<file path="config.mk">
export PLATFORM = sky130hd
export DESIGN_NAME = divisor_restauracion
export DESIGN_NICKNAME = d
export VERILOG_FILES = /design/src/rtl/divisor_restauracion.sv
export SDC_FILE = /design/constraint.sdc
export NUM_CORES = 1
export LEC_CHECK = 0
export BUFFER_PORTS_ARGS = -buffer_cell sky130_fd_sc_hd__buf_2
export CORE_MARGIN = 5
export CORE_UTILIZATION = 50
export DETAILED_ROUTE_END_ITERATION = 16
export PLACE_DENSITY = 0.79
export SLEW_MARGIN = 20
export SYNTH_ARGS = -nofsm -noshare
export SYNTH_HDL_FRONTEND = slang
export SYNTH_SLANG_ARGS = --single-unit
</file>
<file path="constraint.sdc">
create_clock -name clk -period 3.5 [get_ports clk]
set_input_delay 0.175 -clock clk [delete_from_list [all_inputs] [get_ports clk]]
set_output_delay 0.175 -clock clk [all_outputs]
set_load 0.005 [all_outputs]
</file>
<file path="src/rtl/divisor_restauracion.sv">
// divisor_restauracion: sequential unsigned restoring divider.
// Uses the same A/Q/M register organisation as the shift-add multiplier.
// Each quotient bit takes three cycles: shift, trial subtract, then check/restore.
// A division by zero is flagged and completes one cycle after start.
//
// Ports
//   clk        clock; all state updates happen on the rising edge
//   reset      synchronous, active-high reset
//   inicio     start request; sampled only in IDLE or FIN
//   dividendo  dividend, captured into Q on start
//   divisor    divisor, captured into M on start
//   cociente   quotient (register Q)
//   resto      remainder (A[N-1:0])
//   Fin        high while the result is valid
//   div_cero   high together with Fin when the captured divisor was zero
module divisor_restauracion #(
    parameter int unsigned N = 4
) (
    input  logic         clk,
    input  logic         reset,
    input  logic         inicio,
    input  logic [N-1:0] dividendo,
    input  logic [N-1:0] divisor,
    output logic [N-1:0] cociente,
    output logic [N-1:0] resto,
    output logic         Fin,
    output logic         div_cero
);

    localparam int unsigned CW = $clog2(N + 1);

    typedef enum logic [2:0] {
        StIdle,
        StDesplaza,
        StResta,
        StComprueba,
        StFin
    } state_e;

    state_e          state_q, state_d;
    logic [N:0]      a_q, a_d;      // A[N] is the sign of the partial remainder
    logic [N-1:0]    q_q, q_d;
    logic [N-1:0]    m_q, m_d;
    logic [CW-1:0]   cont_q, cont_d;
    logic            fin_q, fin_d;
    logic            dz_q, dz_d;

    always_ff @(posedge clk) begin
        if (reset) begin
            state_q <= StIdle;
            a_q     <= '0;
            q_q     <= '0;
            m_q     <= '0;
            cont_q  <= '0;
            fin_q   <= 1'b0;
            dz_q    <= 1'b0;
        end else begin
            state_q <= state_d;
            a_q     <= a_d;
            q_q     <= q_d;
            m_q     <= m_d;
            cont_q  <= cont_d;
            fin_q   <= fin_d;
            dz_q    <= dz_d;
        end
    end

    always_comb begin
        state_d = state_q;
        a_d     = a_q;
        q_d     = q_q;
        m_d     = m_q;
        cont_d  = cont_q;
        fin_d   = fin_q;
        dz_d    = dz_q;

        case (state_q)
            StIdle, StFin: begin
                if (inicio) begin
                    m_d    = divisor;
                    cont_d = CW'(N);
                    if (divisor == '0) begin
                        // No iterations: report all-ones quotient and the
                        // dividend as remainder straight away.
                        a_d     = {1'b0, dividendo};
                        q_d     = '1;
                        fin_d   = 1'b1;
                        dz_d    = 1'b1;
                        state_d = StFin;
                    end else begin
                        a_d     = '0;
                        q_d     = dividendo;
                        fin_d   = 1'b0;
                        dz_d    = 1'b0;
                        state_d = StDesplaza;
                    end
                end
            end
            StDesplaza: begin
                {a_d, q_d} = {a_q[N-1:0], q_q, 1'b0};
                state_d    = StResta;
            end
            StResta: begin
                a_d     = a_q - {1'b0, m_q};
                state_d = StComprueba;
            end
            StComprueba: begin
                if (a_q[N]) begin
                    // Trial subtraction went negative: undo it, quotient bit 0.
                    a_d    = a_q + {1'b0, m_q};
                    q_d[0] = 1'b0;
                end else begin
                    q_d[0] = 1'b1;
                end
                cont_d = cont_q - CW'(1);
                if (cont_q == CW'(1)) begin
                    fin_d   = 1'b1;
                    state_d = StFin;
                end else begin
                    state_d = StDesplaza;
                end
            end
            default: state_d = StIdle;
        endcase
    end

    assign cociente = q_q;
    assign resto    = a_q[N-1:0];
    assign Fin      = fin_q;
    assign div_cero = dz_q;

endmodule
</file>
==> results.toml <==
[global_routing]
grt_first_pass_wirelength_mm = 5.31
met3_usage_pct = 5.08
grt_busiest_layer = "met2"
grtUsageMet1_pct = 20.3
use_met2_pct = 24.8
grt_max_degree = 22
track_usage_pct = 15.7
grt-ovfl-total = 0
first_global_vias = 1180
antenna_found_initial = 0

[floorplanning]
coreArea_sq_um = 2780
start_util_pct = 52.9
dieArea_sq_um = 4130
io_pins = 21
rows = 19
die_y_um = 64.3
die_width_um = 64.3

[logic_synthesis]
synth_area_sq_um = 1470
synth_nets = 206
yosysTopAreaCell = "dfxtp_1"
yosys_register_bits = 21
netlist_top_cells_area = "dfxtp_1, ha_1, a21oi_1"
synth_edf_count = 0
ys_warn_count = 0
ys_types = 40
yosysSeqAreaShare_pct = 28.5
synth_cells = 183
synth_area_per_cell_sq_um = 8.05
postSynth.asyncResetShare_pct = 0
synth_top_area_share_pct = 28.5
synthFlopType = "dfxtp_1"

[finish]
finalNetCount = 215
drive_gt1_share_pct = 16.8
areaGrowthSynthToFinish_pct = 3.82
antenna_cells = 0
instances_no_fill = 222

[power_and_ir_drop]
power_leakage_nw = 0.621
p_clk_share_pct = 10.6
p_switching_mw = 0.521
switching_share_pct = 45.6
powerDensity_nw_per_um2 = 747
peakVddDrop_v = 0.000478
internal_power_mw = 0.622
power_frac_seq_pct = 37.6
p_comb_share_pct = 51.8

[worst_hold_path]
hold_class = "in2reg"
hp-start = "divisor[0]"
holdPathEnd = "m_q[0]"
min_path_cells = 3

[cts]
clkTransAtPathRegs_ns = 0.12
cts_hold_buf = 0
clock-sinks = 21
cts.htree.levels = 1
clk_path_buf_depth = 2
cts_resized = 0
cts_tree = "done"
clkLatencyLatePin_ns = 0.31
cts_made_buffers = 3
cts_root_buf = "clkbuf_4"
post_cts_buffers = 0

[route]
wl_per_cell_um = 14.0
drt_iter0_drc = 45
drt-vias-per-instance = 5.88
num_vias = 1306
antenna_left = 0
totalWireLength_mm = 3.10
drt_first_pass_iters = 4
drc = 0

[timing]
fmaxAchievable_mhz = 514
fin_crit_sh_pct = 55.6
slew_headroom_pct = 53.9
slew_violations = 0
hold_viol = 0
final.setup.tns_ns = 0
finClkSkew_ns = 0.00166
rsz0062_at_grt = "false"
fin_crit_ns = 1.95
worst_pin_slew_ns = 0.688
finalSetupViolations = 0

[setup_path]
cp.required_ns = 3.70
reg2reg_slack_ns = 1.55
cp-end-kind = "flop"
reg2reg_depth = 5
cp-start-kind = "flop"
worstPathArrival_ns = 2.15
path_class = "reg2reg"
regToRegStartpoint = "state_q[0]"
reg2reg_to = "cociente[0]"
crit_fanout = 19

[outcome]
status = "finished clean"

[placed_design]
globalplace.congestion = 0.834
portBuffers = 20
hpwl_mm = 2.39
dp.cells = 218

[job]
cap_violations = 0
## cells in the mapped netlist, drive strengths merged (3+ instances only)
library cell	instances
clkbuf	3
nand3	3
buf	13
nand2b	7
ha	10
nor3	5
nand2	21
o21ai	7
a21o	3
dfxtp	21
a31oi	4
a311oi	3
o221ai	4
inv	12
or3	4
a21oi	22
nor2	16
## placed cells by master (no fill, tap or decap), types with 2 or more instances in the layout
master	instances
clkbuf_4	3
xor2_1	2
and3b_1	2
dfxtp_1	21
o21ai_0	6
mux2_2	2
buf_2	20
nand2b_1	7
a2bb2oi_1	2
fa_1	2
or3_1	4
a21oi_1	21
nor3_1	5
a31oi_1	4
nor2_1	16
a311oi_1	3
xnor2_1	2
inv_1	12
a21o_1	3
nand3b_1	2
nand2_1	20
ha_1	10
o221ai_1	4
nand3_1	3
## power by group through the flow
stage / clock [mW] / sequential (mW) / combinational [mW]
finish: 0.122 / 0.429 / 0.592
global route: 0.136 / 0.445 / 0.665
CTS: 0.125 / 0.427 / 0.589
detailed placement: 0 / 0.432 / 0.584
global placement: 0 / 0.426 / 0.573
floorplan: 0 / 0.361 / 0.562
## state kept, by name, indices dropped and copies added, names as in the netlist
name,flops
div_cero,1
cont_q,3
m_q,4
Fin,1
a_q,5
state_q,3
cociente,4
## metrics by stage
| stage | utilization (%) | hold slack, ns | power, mW | worst slack [ns] | area (sq um) |
|---|---|---|---|---|---|
| floorplan | - | 0.311 | 0.922 | 1.75 | 1470 |
| global placement | 53.9 | 0.446 | 0.999 | 1.64 | 1500 |
| detailed placement | 53.9 | 0.459 | 1.02 | 1.59 | 1500 |
| CTS | 55.0 | 0.109 | 1.14 | 1.56 | 1530 |
| global route | 55.0 | 0.108 | 1.25 | 1.40 | 1530 |
| finish | 55.0 | 0.116 | 1.14 | 1.55 | 1530 |
## final cells by class
class / instances / area, sq um
well taps: 31 / 38.8
multi-input cells: 134 / 895
flip-flops and latches: 21 / 420
fillers: 256 / 1250
inverters: 12 / 45.0
repair buffers: 20 / 100
clock inverters: 1 / 7.51
clock buffers: 3 / 22.5
## worst max-delay path: stages (launching register included)
cell	delay, ns
dfxtp_1	0.52
nor3b_2	0.67
nand2b_1	0.22
o221ai_1	0.22
o31a_1	0.16
nor2_1	0.04
## per-layer routing
metal / part of all wire, % / routed length [um]
met1: 44 / 1380
met2: 48 / 1470
met3: 7.3 / 228
met4: 0.61 / 19
met5: 0 / 0
## cell families after synthesis
group / Yosys count / share of synthesized area [%]
fa+ha+maj: 12 / 11.2
buf+inv: 28 / 10.7
xor+xnor: 4 / 2.38
flops: 21 / 28.5
compound gates: 52 / 22.8
simple gates: 64 / 22.9
mux: 2 / 1.53
## worst max-delay path by stage
stage / startpoint / to / slack, ns
2_1_floorplan: a_q[0] / a_q[1] / 1.75
3_3_place_gp: a_q[0] / a_q[1] / 1.64
3_5_place_dp: state_q[0] / cociente[0] / 1.59
4_1_cts: state_q[0] / cociente[0] / 1.56
5_1_grt: state_q[0] / cociente[0] / 1.40
6_report: state_q[0] / cociente[0] / 1.55
(Power assumes the default switching activity.)
